**src/rtl/piso_serializer_if.sv**
```systemverilog
// Load handshake and serial output bundle for the PISO serializer.
interface piso_serializer_if #(
  parameter int WIDTH = 8
);
  logic [WIDTH-1:0] p_in;
  logic             load_valid;
  logic             load_ready;
  logic             s_out;
  logic             s_valid;
  logic             s_last;
  logic             busy;

  // Serializer side: takes the word, drives the serial stream.
  modport slave (
    input  p_in, load_valid,
    output load_ready, s_out, s_valid, s_last, busy
  );

  // Producer side: offers words, observes the serial stream.
  modport master (
    output p_in, load_valid,
    input  load_ready, s_out, s_valid, s_last, busy
  );
endinterface

```
**src/rtl/piso_serializer.sv**
```systemverilog
// Parallel-in serial-out transmitter with valid/ready load and framing
// strobes. A word can be reloaded on its own last-bit cycle so frames
// stream back to back with no idle gap.
module piso_serializer #(
  parameter int WIDTH     = 8,
  parameter bit MSB_FIRST = 1'b1
) (
  input  logic              clk,
  input  logic              rst,
  piso_serializer_if.slave  bus
);
  localparam int             CW   = (WIDTH > 2) ? $clog2(WIDTH) : 1;
  localparam logic [CW-1:0]  LAST = CW'(WIDTH - 1);

  typedef enum logic {IDLE, SHIFT} state_t;

  state_t           state_q, state_d;
  logic [WIDTH-1:0] shreg_q, shreg_d;
  logic [CW-1:0]    cnt_q, cnt_d;

  logic             last_bit;
  logic             ready;
  logic             accept;
  logic [WIDTH-1:0] shreg_shifted;

  // Word is only replaceable when idle or on its final bit; reset blocks loads.
  assign last_bit = (state_q == SHIFT) && (cnt_q == LAST);
  assign ready    = !rst && ((state_q == IDLE) || last_bit);
  assign accept   = bus.load_valid && ready;

  // Move the register one place toward whichever end feeds s_out.
  assign shreg_shifted = MSB_FIRST ? {shreg_q[WIDTH-2:0], 1'b0}
                                   : {1'b0, shreg_q[WIDTH-1:1]};

  // State, shift register and bit counter.
  always_ff @(posedge clk) begin
    if (rst) begin
      state_q <= IDLE;
      shreg_q <= '0;
      cnt_q   <= '0;
    end else begin
      state_q <= state_d;
      shreg_q <= shreg_d;
      cnt_q   <= cnt_d;
    end
  end

  // Next-state logic and framing outputs.
  always_comb begin
    state_d        = state_q;
    shreg_d        = shreg_q;
    cnt_d          = cnt_q;
    bus.load_ready = ready;
    bus.s_valid    = 1'b0;
    bus.s_out      = 1'b0;
    bus.s_last     = 1'b0;
    bus.busy       = 1'b0;
    unique case (state_q)
      IDLE: begin
        if (accept) begin
          shreg_d = bus.p_in;
          cnt_d   = '0;
          state_d = SHIFT;
        end
      end
      SHIFT: begin
        bus.s_valid = 1'b1;
        bus.busy    = 1'b1;
        bus.s_out   = MSB_FIRST ? shreg_q[WIDTH-1] : shreg_q[0];
        bus.s_last  = last_bit;
        if (last_bit) begin
          if (accept) begin
            shreg_d = bus.p_in;
            cnt_d   = '0;
          end else begin
            // Hold cnt at its ceiling; it only wraps on a reload.
            shreg_d = shreg_shifted;
            state_d = IDLE;
          end
        end else begin
          shreg_d = shreg_shifted;
          cnt_d   = cnt_q + CW'(1);
        end
      end
      default: state_d = IDLE;
    endcase
  end
endmodule

```
**src/flat_wrapper.sv**
```systemverilog
// flat-port wrapper written by rule: the top's interface ports become plain ports
module piso_serializer_flat 
#(
  parameter int WIDTH     = 8,
  parameter bit MSB_FIRST = 1'b1
)
  (clk, rst, bus_p_in, bus_load_valid, bus_load_ready, bus_s_out, bus_s_valid, bus_s_last, bus_busy);
  piso_serializer_if #(.WIDTH(WIDTH)) bus_i ();
  input  logic clk;
  input  logic rst;
  input wire logic [$bits(bus_i.p_in)-1:0] bus_p_in;
  input wire logic [$bits(bus_i.load_valid)-1:0] bus_load_valid;
  output wire logic [$bits(bus_i.load_ready)-1:0] bus_load_ready;
  output wire logic [$bits(bus_i.s_out)-1:0] bus_s_out;
  output wire logic [$bits(bus_i.s_valid)-1:0] bus_s_valid;
  output wire logic [$bits(bus_i.s_last)-1:0] bus_s_last;
  output wire logic [$bits(bus_i.busy)-1:0] bus_busy;
  assign bus_i.p_in = bus_p_in;
  assign bus_i.load_valid = bus_load_valid;
  assign bus_load_ready = bus_i.load_ready;
  assign bus_s_out = bus_i.s_out;
  assign bus_s_valid = bus_i.s_valid;
  assign bus_s_last = bus_i.s_last;
  assign bus_busy = bus_i.busy;
  piso_serializer #(.WIDTH(WIDTH), .MSB_FIRST(MSB_FIRST)) u_core (.clk(clk), .rst(rst), .bus(bus_i));
endmodule
```
**config.mk**
```make
export PLATFORM = sky130hd
export DESIGN_NAME = piso_serializer_flat
export DESIGN_NICKNAME = d
export VERILOG_FILES = /design/src/rtl/piso_serializer_if.sv /design/src/rtl/piso_serializer.sv /design/src/flat_wrapper.sv
export SDC_FILE = /design/constraint.sdc
export NUM_CORES = 1
export LEC_CHECK = 0
export ABC_AREA = 1
export CORE_MARGIN = 1
export CORE_UTILIZATION = 43
export DETAILED_ROUTE_END_ITERATION = 16
export HOLD_SLACK_MARGIN = 0.08
export PLACE_DENSITY = 0.79
export SLEW_MARGIN = 20
export SYNTH_ARGS = -nofsm -noshare
export SYNTH_HDL_FRONTEND = slang
export SYNTH_SLANG_ARGS = --single-unit
```
**constraint.sdc**
```tcl
create_clock -name clk -period 1.5 [get_ports clk]
set_clock_uncertainty 0.15 [all_clocks]
set_input_delay 0.225 -clock clk [delete_from_list [all_inputs] [get_ports clk]]
set_output_delay 0.225 -clock clk [all_outputs]
set_load 0.01 [all_outputs]
```
# ---- Word-level counts from Yosys, hierarchy flattened
# Cells that the tools add are included.
dict set report classes {
  add_sub_neg 1
  n_mul 0
  div_mod_pow 0
  order_cmp 0
  n_eq_ne 2
  n_shift 0
  n_mux 13
  n_bitwise 1
  reduce_logical 5
}
# operator n
set ops {}
lappend ops {{two-way mux 8 bit} 3}
lappend ops {{one-hot mux 8 bit (2 select lines)} 1}
lappend ops {{two-way mux 3 bit} 2}
lappend ops {{one-hot mux 3 bit (2 select lines)} 1}
lappend ops {{two-way mux 1 bit} 5}
lappend ops {{adder 3 x 1 -> 3 bit (second input constant)} 1}
lappend ops {{== test 3 bit (second input constant)} 1}
lappend ops {{logical AND 1 bit} 3}
lappend ops {{!= test 2 x 1 -> 1 bit (second input constant)} 1}
lappend ops {{one-hot mux 1 bit (2 select lines)} 1}
lappend ops {{zero test 1 bit} 1}
lappend ops {{logical OR 1 bit} 1}
lappend ops {{NOT 1 bit} 1}
dict set report word_totals {
  ff_bits 12
  latch_bits 0
  mem_bits_rw 0
  mem_bits_ro 0
  inputBits 11
  out_inout_bits 5
  word_cells 25
  n_memories 0
}

# ---- Logic depth before layout (Yosys ltp)
# Gate-level depths: netlist (run 1).
dict set report logic_depth {
  depth_word 8
  mapped_depth 9
  ltp_nobuf 9
}

# ---- Worst setup path after synthesis (run 1)
# Ideal clock, no wire load.
dict set report synth_timing {
  kind {register to register}
  startpoint {register u_core.cnt_q[0]}
  endpoint {register u_core.shreg_q[3]}
  setup_ns 0.109
  t_arrival_ns 1.127
  required_time_ns 1.241
  path_slack_ns 0.114
  path_stages_with_launch 10
  n_path_buf 1
  period_less_slack_ns 1.386
  cell_sequence {dfxtp_1 ha_1 ha_1 inv_1 nand2_4 buf_6 nand4_1 nand2_1 nand2_1 inv_1}
}
dict set report synth_between {
  elab_chain_cells 8
  elab_cells_between_ends 9
  cone_classes {eq/ne: 2; mux: 3; reduce/logical: 4}
}
# item line_no
set synth_rtl {}
lappend synth_rtl {{start, declared} piso_serializer.sv:19} ;# logic [CW-1:0] cnt_q, cnt_d;
lappend synth_rtl {{start signal, assigned} piso_serializer.sv:44} ;# cnt_q <= cnt_d;
lappend synth_rtl {{== test 3 bit (*)} piso_serializer.sv:27} ;# assign last_bit = (state_q == SHIFT) && (cnt_q == LAST);
lappend synth_rtl {{logical AND 1 bit (*)} piso_serializer.sv:27}
lappend synth_rtl {{logical OR 1 bit} piso_serializer.sv:28} ;# assign ready = !rst && ((state_q == IDLE) || last_bit);
lappend synth_rtl {{logical AND 1 bit} piso_serializer.sv:28}
lappend synth_rtl {{logical AND 1 bit} piso_serializer.sv:29} ;# assign accept = bus.load_valid && ready;
lappend synth_rtl {{two-way mux 8 bit} piso_serializer.sv:72} ;# if (accept) begin
lappend synth_rtl {{two-way mux 8 bit} piso_serializer.sv:71} ;# if (last_bit) begin
lappend synth_rtl {{one-hot mux 8 bit (2 select lines)} piso_serializer.sv:58} ;# unique case (state_q)
lappend synth_rtl {{end signal, assigned} piso_serializer.sv:43} ;# shreg_q <= shreg_d;
lappend synth_rtl {{end, declared} piso_serializer.sv:18} ;# logic [WIDTH-1:0] shreg_q, shreg_d;
# Every way passes the cells marked *; elsewhere a longest branch is shown, timed or not.
# A chain may end at the register's enable or synchronous reset.

# ---- Final worst setup path (run 1)
dict set report layout_timing {
  startpoint {register u_core.cnt_q[1]}
  endpoint {output port bus_load_ready}
}
dict set report layout_between {
  elab_chain_cells 4
}
# item line_no
set layout_rtl {}
lappend layout_rtl {{== test 3 bit} piso_serializer.sv:27}
lappend layout_rtl {{logical AND 1 bit} piso_serializer.sv:27}
lappend layout_rtl {{logical OR 1 bit} piso_serializer.sv:28}
lappend layout_rtl {{logical AND 1 bit} piso_serializer.sv:28}
lappend layout_rtl {{end, declared} flat_wrapper.sv:13} ;# output wire logic [$bits(bus_i.load_ready)-1:0] bus_load_ready;
# No other way between the ends.

==> impl_metrics.yaml, run 1 <==
global_routing:
  grt_usage_pct: 20.3
  grt_overflow_total: 0
  grt_antenna_before_repair: 0
  grt_start_max_net_pins: 14
  grt_pass1_wl_um: 2760
  first_global_vias: 668
route:
  detail_route.wirelength_um: 1630
  routed-via-count: 721
  dr.pass1.iters: 4
  detail_route.drc_violations: 0
  drt_first_iter_violations: 10
  ant_nets: 0
  detail_route.vias_per_cell: 5.01
  post_drt_wl_per_cell_um: 11.3
floorplan:
  pin_count: 16
  initial_core_util_pct: 46.2
  horizontal_die_dimension_um: 42.2
  design.die.area_um2: 1780
  fp.dieH_um: 42.2
  rows: 14
  core_um2: 1510
sta:
  slew_viol_final: 0
  final-setup-viol-count: 9
  rsz0062_at_grt: "yes"
  fin_ws_ns: -0.124
  finalWorstPathRequiredPeriod_ns: 1.62
  final_min_period_over_clock_period_pct: 108
  setup_tns_ns: -0.462
  tightest_slew_ns: 0.234
  maxClockFrequency_mhz: 616
  relSlewSlack_pct: 84.4
  report.final.hold_viol_count: 0
logic_synthesis:
  total_of_flip_flops_plus_latches_after_synthesis: 12
  yosysSeqAreaShare_pct: 34.5
  main_area_contributors_after_synthesis: "sky130_fd_sc_hd__dfxtp_1 35%, sky130_fd_sc_hd__nand2_1 18%, sky130_fd_sc_hd__inv_1 10%"
  synthesis.instances: 102
  yosys_warnings: 0
  per_instance_average_area_after_synthesis_um2: 6.82
  yosys.cell_types.count: 18
  yosysTopAreaCellShare_pct: 34.5
  netlist_area_um2: 696
  syn-num-nets: 115
  synth.largest_area_cell: "sky130_fd_sc_hd__dfxtp_1"
min_path:
  hold_class: "reg -> reg"
  hold_end: "u_core.shreg_q[0]$_SDFFE_PP0P_"
  hold_path_cells: 2
  min_from: "u_core.shreg_q[0]$_SDFFE_PP0P_"
finish:
  regArea_um2: 246
  areaGrowthSynthToFinish_pct: 42.4
  stdcell_area_um2: 991
  multi_input_comb_area_um2: 363
  diodes: 0
  layout-drive-gt1-share_pct: 25.8
  filler_cell_count: 133
  final_net_count: 142
clocking:
  cts.sink_count: 12
  cts_hold_buf: 0
  post-cts-setup-buffers: 0
  cts_made_buffers: 3
  clock_latency_ns: 0.27
  ctsRootBufferMaster: "sky130_fd_sc_hd__clkbuf_4"
  htree_num_levels: 1
  clkTransAtPathRegs_ns: 0.08
  clock_tree_from_tritoncts: "done"
  max-clock-path-buffers: 2
status:
  violations: "setup timing"
  status: "finished, violations left"
setup_path:
  crit_type: "reg -> out"
  rr_startpoint: "u_core.cnt_q[1]$_SDFF_PP0_"
  r2r-end: "u_core.shreg_q[1]$_SDFFE_PP0P_"
  crit_required_ns: 1.12
  regToRegSetupSlack_ns: -0.05
  timing.critical_path.arrival_ns: 1.25
  worstRegToRegCells: 10
  crit_path_start_kind: "flop"
  timing.critical_path.fanout_max: 2
  setup.worst_path.end_class: "output port"
power_and_ir_drop:
  design_internal_power_w: 0.000584
  net-switching-power_w: 0.000223
  worst_ir_drop_vdd_mv: 0.476
  power.clock.fraction_pct: 32.0
  power.share.combinational_pct: 23.7
  power_frac_seq_pct: 44.3
  power_per_cell_area_nw_per_um2: 814
  static_leakage_nw: 0.513
  power.switching_fraction_pct: 27.6
placed_design:
  total_cell_area_at_the_placement_stage_um2: 915
  dp_hpwl_um: 1170
  io_buffer_count: 15
  worst_setup_slack_before_clock_tree_synthesis_ns: -0.326
  gp_congestion: 0.800
run:
  cap_viol_max_count: 0
==> Yosys cell counts <==
| library cell | instances |
|---|---|
| sky130_fd_sc_hd__nand2_1 | 33 |
| sky130_fd_sc_hd__inv_1 | 19 |
| sky130_fd_sc_hd__dfxtp_1 | 12 |
| sky130_fd_sc_hd__nand4_1 | 8 |
| sky130_fd_sc_hd__a31oi_1 | 7 |
| sky130_fd_sc_hd__a21oi_1 | 5 |
| sky130_fd_sc_hd__buf_4 | 3 |
| sky130_fd_sc_hd__buf_6 | 2 |
| sky130_fd_sc_hd__ha_1 | 2 |
| sky130_fd_sc_hd__inv_2 | 2 |
| sky130_fd_sc_hd__o211ai_1 | 2 |
| sky130_fd_sc_hd__a21oi_2 | 1 |
| sky130_fd_sc_hd__clkbuf_1 | 1 |
| sky130_fd_sc_hd__nand2_4 | 1 |
| sky130_fd_sc_hd__nand3_2 | 1 |
| sky130_fd_sc_hd__nor2_1 | 1 |
| sky130_fd_sc_hd__o21ai_1 | 1 |
| sky130_fd_sc_hd__or2_1 | 1 |
==> per-stage QoR <==
stage          total power [W]  hold slack [ns]  utilization [%]  std cells
3_5_place_dp          0.000551            0.329             60.7        140
2_1_floorplan         0.000474            0.220                -        102
3_3_place_gp          0.000546            0.299             60.7        140
4_1_cts               0.000811            0.342             64.8        144
6_report              0.000806            0.346             65.8        144
5_1_grt               0.000854            0.374             65.8        144
==> sequential cells by signal, summed over array words and instances, names as in the netlist <==
signal          count
u_core.cnt_q        3
u_core.shreg_q      8
u_core.state_q      1
==> placed cells by master, fill, tap and decap left out <==
cell type and count:
sky130_fd_sc_hd__buf_6 2, sky130_fd_sc_hd__clkdlybuf4s50_1 10, sky130_fd_sc_hd__a31oi_1 7, sky130_fd_sc_hd__a21oi_1 5
sky130_fd_sc_hd__nand4_1 8, sky130_fd_sc_hd__dfxtp_2 2, sky130_fd_sc_hd__dfxtp_4 1, sky130_fd_sc_hd__or2_1 1
sky130_fd_sc_hd__nand2_4 1, sky130_fd_sc_hd__nand3_4 1, sky130_fd_sc_hd__nand2_2 1, sky130_fd_sc_hd__inv_4 1
sky130_fd_sc_hd__ha_4 2, sky130_fd_sc_hd__nand2_1 32, sky130_fd_sc_hd__o211ai_1 2, sky130_fd_sc_hd__a21oi_2 1
sky130_fd_sc_hd__dlygate4sd2_1 3, sky130_fd_sc_hd__buf_4 12, sky130_fd_sc_hd__clkbuf_4 3, sky130_fd_sc_hd__inv_2 4
sky130_fd_sc_hd__dfxtp_1 9, sky130_fd_sc_hd__o21ai_1 1, sky130_fd_sc_hd__inv_1 16, sky130_fd_sc_hd__buf_2 1
sky130_fd_sc_hd__clkbuf_8 1, sky130_fd_sc_hd__nor2_1 1
==> area by class of cell <==
| type | count | area share (%) |
|---|---|---|
| inverter | 21 | 8.21 |
| sequential | 12 | 24.9 |
| clock buffer | 4 | 3.66 |
| timing repair buffer | 28 | 24.6 |
| tap | 16 | 2.02 |
| multi-input combinational | 63 | 36.6 |
==> logic make-up after synthesis <==
| group | synth area share, % |
|---|---|
| flip-flops | 34.5 |
| adder cells (fa/ha/maj) | 3.60 |
| AND/OR/NAND/NOR | 29.5 |
| AO/OA/AOI/OAI | 14.0 |
| buffers and inverters | 18.3 |
==> how the worst max path moves through the flow <==
stage	startpoint	to
2_1_floorplan	u_core.cnt_q[0]$_SDFF_PP0_	u_core.shreg_q[3]$_SDFFE_PP0P_
3_5_place_dp	u_core.cnt_q[0]$_SDFF_PP0_	bus_load_ready
6_report	u_core.cnt_q[1]$_SDFF_PP0_	bus_load_ready
3_3_place_gp	u_core.cnt_q[0]$_SDFF_PP0_	bus_load_ready
5_1_grt	u_core.cnt_q[0]$_SDFF_PP0_	bus_load_ready
4_1_cts	u_core.cnt_q[0]$_SDFF_PP0_	bus_load_ready
==> power groups by stage <==
stage	logic, W	registers (W)	clock network (W)
final	0.000191	0.000357	0.000258
after global routing	0.000214	0.000360	0.000279
after CTS	0.000189	0.000358	0.000265
after detailed placement	0.000188	0.000363	0
after global placement	0.000185	0.000361	0
after floorplan	0.000114	0.000359	0
==> layer usage <==
layer | vias to the layer above | wire length, um | GRT usage (%) | share of wire (%)
met4 | 0 | 52 | 14.4 | 3.2
met3 | 6 | 78 | 3.45 | 4.8
li1 | 378 | - | - | -
met5 | - | 0 | 0 | 0
met2 | 25 | 824 | 31.7 | 51
met1 | 312 | 675 | 25.1 | 41
==> worst max-delay path, cell delays in order, from the launching register on <==
cell and delay [ns]:
sky130_fd_sc_hd__dfxtp_2 0.34, sky130_fd_sc_hd__ha_4 0.16, sky130_fd_sc_hd__ha_4 0.17, sky130_fd_sc_hd__inv_4 0.06
sky130_fd_sc_hd__nand2_4 0.05, sky130_fd_sc_hd__inv_2 0.05, sky130_fd_sc_hd__nor2_1 0.03, sky130_fd_sc_hd__buf_2 0.13
==> repair_timing <==
action / in CTS / in global routing
gates resized for setup: 21 / 6
endpoints found under the setup margin: 14 / 10
pin swaps: 0 / 1
No activity file was read; power rests on OpenSTA's default activity.
==> run 2, diff against run 1 <==
Settings changed: RECOVER_POWER set to 25.
==> results of run 2 <==
Same layout as run 1: the final DEF is identical, and so are final timing and power.
==> run 3, diff against run 2 <==
Settings changed: CTS_CLUSTER_DIAMETER set to 150.
==> results of run 3 <==
Same layout as run 1: the final DEF is identical, and so are final timing and power.
